<file path="config.mk">
export PLATFORM = sky130hd
export DESIGN_NAME = udp_pixel_unpack
export DESIGN_NICKNAME = d
export VERILOG_FILES = /design/src/rtl/udp_pixel_unpack_pkg.sv /design/src/rtl/udp_hdr_match.sv /design/src/rtl/udp_pixel_unpack.sv
export SDC_FILE = /design/constraint.sdc
export NUM_CORES = 1
export LEC_CHECK = 0
export CAP_MARGIN = 5
export CORE_ASPECT_RATIO = 0.9
export CORE_UTILIZATION = 29
export DETAILED_ROUTE_END_ITERATION = 7
export PLACE_DENSITY = 0.51
export SKIP_LAST_GASP = 1
export SYNTH_ARGS = -nofsm -noshare
export SYNTH_HDL_FRONTEND = slang
export SYNTH_SLANG_ARGS = --single-unit
</file>
<file path="constraint.sdc">
create_clock -name gmii_rx_clk -period 2.8 [get_ports gmii_rx_clk]
set_input_delay 0.7 -clock gmii_rx_clk [delete_from_list [all_inputs] [get_ports gmii_rx_clk]]
set_output_delay 0.7 -clock gmii_rx_clk [all_outputs]
set_load 0.005 [all_outputs]
</file>
<file path="src/rtl/udp_pixel_unpack_pkg.sv">
// ---------------------------------------------------------------------------
// udp_pixel_unpack_pkg
// Shared definitions for the UDP payload -> RGB565 pixel unpacker:
//   - default frame geometry and packet header magic words
//   - FRAME_PIXELS and the width of the per-frame pixel counter
//   - FSM state encodings (HUNT / PIX / FILL)
// ---------------------------------------------------------------------------
package udp_pixel_unpack_pkg;

   localparam int          H_PIXELS_DEF   = 800;
   localparam int          V_LINES_DEF    = 480;
   localparam logic [31:0] SOF_MAGIC_DEF  = 32'hF05A_A50F;
   localparam logic [31:0] CONT_MAGIC_DEF = 32'hF05A_A50E;

   localparam int FRAME_PIXELS = H_PIXELS_DEF * V_LINES_DEF;

   // Width of a counter that runs 0..n-1 (at least one bit).
   function automatic int pcnt_width(input int n);
      return (n > 1) ? $clog2(n) : 1;
   endfunction

   localparam int PCNT_W = pcnt_width(FRAME_PIXELS);

   // FSM state encodings
   localparam logic [1:0] ST_HUNT = 2'd0;   // waiting for a start-of-frame packet
   localparam logic [1:0] ST_PIX  = 2'd1;   // unpacking payload into pixels
   localparam logic [1:0] ST_FILL = 2'd2;   // padding the rest of a broken frame

endpackage

</file>
<file path="src/rtl/udp_hdr_match.sv">
// ---------------------------------------------------------------------------
// udp_hdr_match
// Tracks the byte position inside the current packet and recognises the
// 4-byte (MSB first) packet header.
// Ports:
//   gmii_rx_clk, sys_rst_n  clock / asynchronous active-low reset
//   rec_en, rec_data        payload byte stream
//   rec_pkt_done            end-of-packet pulse (clears the byte index)
//   hdr_done                high in the cycle of header byte 3
//   is_sof / is_cont        header equals SOF / continuation magic (qualified by hdr_done)
//   payload_en              high for every byte after the header
// ---------------------------------------------------------------------------
module udp_hdr_match
   import udp_pixel_unpack_pkg::*;
#(
   parameter logic [31:0] SOF_MAGIC  = SOF_MAGIC_DEF,
   parameter logic [31:0] CONT_MAGIC = CONT_MAGIC_DEF
) (
   input  logic       gmii_rx_clk,
   input  logic       sys_rst_n,
   input  logic       rec_en,
   input  logic [7:0] rec_data,
   input  logic       rec_pkt_done,
   output logic       hdr_done,
   output logic       is_sof,
   output logic       is_cont,
   output logic       payload_en
);

   logic [2:0]  bidx_reg;   // saturates at 4 = "in payload"
   logic [23:0] hdr_reg;    // header bytes 0..2
   logic [31:0] hdr_word;

   // The decision uses byte 3 straight off the bus, so it is available in
   // the same cycle as byte 3's rec_en.
   assign hdr_word   = {hdr_reg, rec_data};
   assign hdr_done   = rec_en && (bidx_reg == 3'd3);
   assign is_sof     = hdr_done && (hdr_word == SOF_MAGIC);
   assign is_cont    = hdr_done && (hdr_word == CONT_MAGIC);
   assign payload_en = rec_en && (bidx_reg == 3'd4);

   always_ff @(posedge gmii_rx_clk or negedge sys_rst_n) begin
      if (!sys_rst_n) begin
         bidx_reg <= 3'd0;
         hdr_reg  <= 24'd0;
      end else begin
         if (rec_en && (bidx_reg != 3'd4)) begin
            bidx_reg <= bidx_reg + 3'd1;
            hdr_reg  <= {hdr_reg[15:0], rec_data};
         end
         // A byte arriving together with the done pulse is handled above
         // first; the index then restarts for the next packet.
         if (rec_pkt_done) begin
            bidx_reg <= 3'd0;
         end
      end
   end

endmodule

</file>
<file path="src/rtl/udp_pixel_unpack.sv">
// ---------------------------------------------------------------------------
// udp_pixel_unpack
// Frames UDP payload bytes into RGB565 pixels and guarantees exactly
// H_PIXELS*V_LINES valid pulses per frame (broken frames are padded black).
// Ports:
//   gmii_rx_clk, sys_rst_n  clock / asynchronous active-low reset
//   rec_en, rec_data        payload byte stream (at most one byte per cycle)
//   rec_pkt_done            one-cycle pulse ending a packet
//   picture_data_vld0       registered pixel valid
//   picture_data            registered RGB565 pixel
//   frame_start             with pixel 0 of each frame
//   frame_err               one-cycle error pulse
// ---------------------------------------------------------------------------
module udp_pixel_unpack
   import udp_pixel_unpack_pkg::*;
#(
   parameter int          H_PIXELS   = H_PIXELS_DEF,
   parameter int          V_LINES    = V_LINES_DEF,
   parameter logic [31:0] SOF_MAGIC  = SOF_MAGIC_DEF,
   parameter logic [31:0] CONT_MAGIC = CONT_MAGIC_DEF
) (
   input  logic        gmii_rx_clk,
   input  logic        sys_rst_n,
   input  logic        rec_en,
   input  logic [7:0]  rec_data,
   input  logic        rec_pkt_done,
   output logic        picture_data_vld0,
   output logic [15:0] picture_data,
   output logic        frame_start,
   output logic        frame_err
);

   localparam int            N    = H_PIXELS * V_LINES;
   localparam int            PW   = pcnt_width(N);
   localparam logic [PW-1:0] LAST = PW'(N - 1);

   logic hdr_done;
   logic is_sof;
   logic is_cont;
   logic payload_en;

   udp_hdr_match #(
      .SOF_MAGIC  (SOF_MAGIC),
      .CONT_MAGIC (CONT_MAGIC)
   ) u_hdr_match (
      .gmii_rx_clk  (gmii_rx_clk),
      .sys_rst_n    (sys_rst_n),
      .rec_en       (rec_en),
      .rec_data     (rec_data),
      .rec_pkt_done (rec_pkt_done),
      .hdr_done     (hdr_done),
      .is_sof       (is_sof),
      .is_cont      (is_cont),
      .payload_en   (payload_en)
   );

   logic [1:0]    state_reg, state_next;
   logic [PW-1:0] pcnt_reg,  pcnt_next;
   logic [7:0]    hi_reg,    hi_next;     // high byte waiting for its partner
   logic          half_reg,  half_next;   // hi_reg holds a pending byte
   logic          vld_reg,   vld_next;
   logic [15:0]   data_reg,  data_next;
   logic          start_reg, start_next;
   logic          err_reg,   err_next;

   always_comb begin
      state_next = state_reg;
      pcnt_next  = pcnt_reg;
      hi_next    = hi_reg;
      half_next  = half_reg;
      vld_next   = 1'b0;
      data_next  = data_reg;
      start_next = 1'b0;
      err_next   = 1'b0;

      case (state_reg)
         ST_HUNT: begin
            half_next = 1'b0;
            if (hdr_done) begin
               if (is_sof) begin
                  state_next = ST_PIX;
                  pcnt_next  = '0;
               end else if (!is_cont) begin
                  // Stray continuation packets of an aborted frame are
                  // dropped quietly; only unknown headers are errors.
                  err_next = 1'b1;
               end
            end
         end

         ST_PIX: begin
            if (hdr_done) begin
               // Anything but a continuation (early SOF or junk) aborts
               // the frame; FILL pads it out from the current pcnt.
               if (!is_cont) begin
                  err_next   = 1'b1;
                  state_next = ST_FILL;
               end
            end else if (payload_en) begin
               if (!half_reg) begin
                  hi_next   = rec_data;
                  half_next = 1'b1;
               end else begin
                  vld_next   = 1'b1;
                  data_next  = {hi_reg, rec_data};
                  start_next = (pcnt_reg == '0);
                  half_next  = 1'b0;
                  if (pcnt_reg == LAST) begin
                     // Frame complete: rest of this packet falls into HUNT.
                     state_next = ST_HUNT;
                     pcnt_next  = '0;
                  end else begin
                     pcnt_next = pcnt_reg + PW'(1);
                  end
               end
            end
            // Packet end with an unpaired byte (after this cycle's byte is
            // taken into account): drop it, flag it, carry nothing over.
            if (rec_pkt_done && (state_next == ST_PIX)) begin
               if (half_next) begin
                  err_next = 1'b1;
               end
               half_next = 1'b0;
            end
         end

         ST_FILL: begin
            half_next = 1'b0;
            vld_next  = 1'b1;
            data_next = 16'd0;
            if (pcnt_reg == LAST) begin
               state_next = ST_HUNT;
               pcnt_next  = '0;
            end else begin
               pcnt_next = pcnt_reg + PW'(1);
            end
         end

         default: begin
            state_next = ST_HUNT;
            pcnt_next  = '0;
            half_next  = 1'b0;
         end
      endcase
   end

   always_ff @(posedge gmii_rx_clk or negedge sys_rst_n) begin
      if (!sys_rst_n) begin
         state_reg <= ST_HUNT;
         pcnt_reg  <= '0;
         hi_reg    <= 8'd0;
         half_reg  <= 1'b0;
         vld_reg   <= 1'b0;
         data_reg  <= 16'd0;
         start_reg <= 1'b0;
         err_reg   <= 1'b0;
      end else begin
         state_reg <= state_next;
         pcnt_reg  <= pcnt_next;
         hi_reg    <= hi_next;
         half_reg  <= half_next;
         vld_reg   <= vld_next;
         data_reg  <= data_next;
         start_reg <= start_next;
         err_reg   <= err_next;
      end
   end

   assign picture_data_vld0 = vld_reg;
   assign picture_data      = data_reg;
   assign frame_start       = start_reg;
   assign frame_err         = err_reg;

endmodule

</file>
# After elaboration in Yosys (flattened, before gate mapping)
# Index checks and enable logic that the tools add are counted.
# word_totals
regBits,76
inputBits,12
output_inout_bits,19
elab_cells,85
# op_classes
addsub,2
n_eq_ne,14
mux,43
bitwise,2
n_reduce_logical,14
# op_table
operator,count
19-bit two-way mux,6
"32-bit equality test, second input constant",2
19-bit case mux with 3 select lines,1
16-bit two-way mux,3
16-bit case mux with 2 select lines,1
"19-bit by 1-bit adder with 19-bit output, second input constant",1
"19-bit equality test, second input constant",1
19-bit zero test,1
1-bit two-way mux,19
2-bit two-way mux,8
"2-bit != test, second input constant",4
4-bit AND reduction,2
1-bit logical AND,6
3-bit two-way mux,2
2-bit case mux with 3 select lines,1
5-bit AND reduction,1
"2-bit by 1-bit equality test with 1-bit output, second input constant",2
1-bit case mux with 2 select lines,2
2-bit nonzero test,2
"3-bit by 1-bit adder with 3-bit output, second input constant",1
"3-bit by 2-bit equality test with 1-bit output, second input constant",1
"3-bit equality test, second input constant",1
"3-bit != test, second input constant",1
"2-bit equality test, second input constant",1
4 further kinds,5

# Depth between registers and ports, before layout
# Gate-level depths: netlist of run 1.
# depth
ltp_word,10
depth_mapped,9
ltp_nobuf,8

# Modules after synthesis
# From an unflattened synthesis of run 1, not the netlist that was laid out.
# hier_totals
hier_cells,354
area_unflattened_um2,3841.2
# modules_own_cells
mod,instances,cells_per_inst,area_per_inst_um2,seq_area_each_um2
udp_pixel_unpack,1,271,2551.2,1226.2
udp_hdr_match,1,83,1290.0,675.6

# Least setup slack after synthesis of run 1
# OpenSTA, ideal clock, no wires.
# synth_timing
path_type,input -> register
start,input port rec_data[7]
end,register pcnt_reg[2]
setup_ps,121
t_arrival_ps,2202
required_ps,2679
path_slack_ps,477
path_stages,6
n_path_buf,1
path_cell_list,nor4b_2 nand4_2 o41ai_4 buf_6 o211ai_2 a22o_1
# synth_via
elab_chain_cells,4
# synth_lines
element,line_no,rtl
"start, declared",udp_pixel_unpack.sv:25,"input logic [7:0] rec_data,"
32-bit equality test,udp_hdr_match.sv:38,assign is_sof = hdr_done && (hdr_word == SOF_MAGIC);
1-bit logical AND,udp_hdr_match.sv:38,
2-bit != test (no line),n/a,
5-bit AND reduction (no line),n/a,
"end signal, assigned",udp_pixel_unpack.sv:159,pcnt_reg <= pcnt_next;
"end, declared",udp_pixel_unpack.sv:58,"logic [PW-1:0] pcnt_reg, pcnt_next;"
# Every way passes these cells.
# A chain may end at the register's enable or synchronous reset.

# Final worst setup path of run 1
# layout_timing
start,input port rec_data[6]
end,register pcnt_reg[4]
# The elaborated chain is that of the path after synthesis.

==> results of run 1 <==
worst max-delay path by stage:
| stage | startpoint | endpoint | slack (ps) | depth (start not counted) |
|---|---|---|---|---|
| after floorplan | rec_data[7] | pcnt_reg[2]$_DFFE_PN0P_ | 480 | 6 |
| after global placement | rec_data[6] | pcnt_reg[4]$_DFFE_PN0P_ | -180 | 7 |
| after detailed placement | rec_data[6] | pcnt_reg[4]$_DFFE_PN0P_ | -160 | 7 |
| after CTS | rec_data[7] | pcnt_reg[4]$_DFFE_PN0P_ | 180 | 7 |
| after global routing | rec_data[7] | pcnt_reg[3]$_DFFE_PN0P_ | 110 | 7 |
| final | rec_data[6] | pcnt_reg[4]$_DFFE_PN0P_ | 160 | 7 |
placed cells by master, fill, tap and decap left out, types with 2 or more instances in the layout:
cell type / instances
a31oi_1: 3
and3_1: 2
a22o_1: 8
dfrtp_1: 76
a21oi_1: 6
nor2b_1: 4
or4_1: 2
clkinvlp_4: 3
nand3_1: 11
nor3_1: 8
and2_1: 3
o211ai_1: 9
or3_1: 2
inv_1: 12
clkinv_2: 2
nand2_1: 29
nor4b_2: 2
mux2_2: 33
nor4_1: 6
o21ai_0: 22
ha_1: 10
or2_2: 3
clkdlybuf4s50_1: 29
o31ai_1: 4
nand2b_1: 17
clkbuf_16: 9
nand4_1: 10
o2bb2ai_1: 2
nor2_1: 21
a211oi_1: 4
buf_4: 25
and4_1: 3
metrics by stage:
step	std cells	worst slack (ps)	setup TNS [ps]	utilization, %
final	576	163	0	37.1
after global routing	576	107	0	37.1
after CTS	576	176	0	37.1
after detailed placement	560	-164	-1990	35.0
after global placement	560	-176	-2160	35.0
after floorplan	354	477	0	-
cell families (layout without fill, tap and decap cells):
| group | after synthesis | count (layout) |
|---|---|---|
| AND/OR/NAND/NOR | 134 | 134 |
| flip-flops | 76 | 76 |
| AO/OA/AOI/OAI | 73 | 73 |
| multiplexers | 35 | 35 |
| buffers and inverters | 25 | 83 |
| adder cells (fa/ha/maj) | 10 | 10 |
| XOR/XNOR | 1 | 1 |
final cells by class:
cell class / instances / area, sq um
Fill cell: 1247 / 8070
Sequential cell: 76 / 1900
Multi-Input combinational cell: 253 / 1840
Timing Repair Buffer: 55 / 498
Clock buffer: 10 / 229
Tap cell: 164 / 205
Inverter: 12 / 45.0
Clock inverter: 6 / 41.3
report_power, final:
part | leakage, nW | switching, W | internal [W] | total (W)
combinational | 0.869 | 0.0000885 | 0.000128 | 0.000217
clock | 0.124 | 0.000461 | 0.000598 | 0.00106
sequential | 0.990 | 0.0000652 | 0.00119 | 0.00126
total | 1.98 | 0.000614 | 0.00192 | 0.00253
metal layers:
layer | wire (um) | part of all wire, % | up-vias | global-route usage (%)
met2 | 4150 | 45 | 81 | 21.6
met5 | 0 | 0 | - | 0
met4 | 118 | 1.3 | 0 | 4.90
li1 | - | - | 1410 | -
met3 | 530 | 5.8 | 12 | 3.79
met1 | 4410 | 48 | 1404 | 19.6
==> results.txt, run 1 <==
In this run the cell area of the synthesized design comes to 3860 sq um. The Yosys step of the flow raised 0 warnings. The number of global-route vias before repair was 2930. The ratio of routed vias to standard cells came out at 5.05. The mux share of post-synthesis cell area is 10.2%. The endpoint class of the critical path is a register. The average cell area after synthesis is 10.9 sq um.

Among cell families on the critical path, the largest total delay comes from compound AO/OA/AOI/OAI gates. The cell area after layout came out at 4760 sq um. The worst endpoint required time is 3010 ps.

The wire length reported by the detailed router is 9210 um. Summed over all cells, the static leakage comes to 1.98 nW. The number of cells upsized or downsized after cts is 0. Buffers placed on the I/O ports in this run total 30. The worst setup path is launched from an input pin. The setup violation total in the final timing report is 0.

The clock insertion delay at the later pin of the skew report came out at 330 ps. In this run the vertical extent of the chip is 111 um. After the first detailed-routing iteration, the DRC count stood at 208. The core area is 12800 sq um. The adder and majority cell fraction of the synthesized area came out at 3.24%. The count of antenna-violating nets left after detailed routing came out at 0. The number of nets in the synthesized netlist is 376.

Routability-driven placement finished with a final weighted congestion of 0.844. The post-layout total power is 0.00253 W. For this block, the via count after detailed routing is 2907. The part of the Yosys area used for sequential elements is 49.3%. The clock-pin slew reported for the worst setup and hold paths after clock tree synthesis is 60 ps. Synthesis produced a netlist whose cell count is 354.

The clock arrives with 5.77 ps of skew. The area of the die is 13800 sq um. For this design the ratio of total power to cell area is 532 nW/um^2.

The flow ran to the end, and the final reports show no timing, DRC or antenna violations. The floorplan has 39 rows. In this design, the critical path's most frequently occurring cell is o31ai_1. The hold slack is 298 ps.

The effective utilization at floorplan came out at 30.0%. Setup repair after global routing left no endpoint under its margin. Summed over its instances, the top area cell type makes up 49.3% of the synthesized netlist area. The most common cell in the synthesized netlist is dfrtp_1. After clock tree synthesis, the flow added hold-fix buffers numbering 0. The setup slack of the worst register-to-register path is 370 ps. The setup path with the least slack is of type in2reg. The wire length of the first global-routing pass came out at 15100 um. The number of slew-limit violations in the final report was 0. For this run, asynchronously set or reset flops after synthesis account for 100%. The maximum clock insertion buffer count came out at 2. The netlist uses 59 different library cells. The number of register bits inferred by synthesis came out at 76. Among all stages on the critical path, the largest delay is contributed by o41a_1. The area growth from synthesis to layout came out at 23.6%. The number of antenna violations at the first check in global routing is 0. The peak supply drop came out at 0.253 mV.

The number of synthesized flops with an enable pin came out at 0. After detailed placement, the total cell area comes to 4490 sq um. The main combinational cell family by area after synthesis is simple AND/OR/NAND/NOR gates. The maximum number of pins on one net before global-route repair is 47. The number of clock buffers inserted by TritonCTS came out at 9. The sum of buffers and inverters on the critical path came out at 2.

The startpoint identified for the worst register-to-register timing path is pcnt_reg[0]$_DFFE_PN0P_. The register with the most flip-flops in the layout has 24 of them. The achievable frequency is 0.379 GHz. By area the synthesized netlist is led by dfrtp_1, mux2_2, ha_1. TritonCTS built the clock tree. Traced cell by cell, the critical path runs through clkdlybuf4s50_1 > nor4b_2 > nand4_2 > o41a_1 > buf_4 > o31ai_1 > o31ai_1.

The synthesized netlist devotes 0.227% of its cell area to XOR and XNOR gates. The largest total area in the synthesized netlist belongs to dfrtp_1. The remaining global-route overflow came out at 0. The count of boundary I/O pins came out at 31. The CTS sink count came out at 76.

The minimum period implied by the final worst setup slack came out at 2640 ps. The detailed-placement wirelength estimate came out at 6570 um. The critical path data arrival time is 2850 ps.

The largest incremental delay on the critical path is 550 ps. The endpoint identified for the worst register-to-register timing path is pcnt_reg[8]$_DFFE_PN0P_. The transition time at the pin with the least slew margin is 693 ps. In the synthesized netlist the dominant register cell turns out to be dfrtp_1. After clock tree synthesis, the setup repair step added 0 buffers. The simple-gate share of the synthesized area came out at 19.9%. The final hold violation count is 0. The max-slew headroom at the worst pin is 53.4%. Sorting the synthesized cells by how often they occur yields dfrtp_1, mux2_2, nand2_1, o21ai_0, nor2_1. For this run, design rule violations remaining after detail routing come to 0.

The max-cap violation count came out at 0. The number of nets in the layout came out at 429. In the final routed layout, each cell accounts on average for 16.0 um. The share of layout cells above drive strength 1 is 22.1%. The fraction of the cycle the final worst path needs came out at 94.2%. The worst register-to-register path has a depth of 7. The number of antenna repair diodes came out at 0. The overall die width came out at 124 um.

The worst min-delay path category is in2async. Across every metal layer, demand over resource in global routing totals 14.3%. The H-tree was split into 3 levels.

The first detailed-routing pass ran for 4 iterations. The largest fanout of any net on the critical path is 6. The root cell of the clock tree is clkbuf_16. The synthesized netlist devotes 14.1% of its cell area to compound gates.
Power figures use the tool's default switching activity.
==> run 2, diff against run 1 <==
SKIP_CTS_REPAIR_TIMING = 1   (was unset)
==> results of run 2 <==
The final DEF is identical to that of run 1; final timing and power are the same.
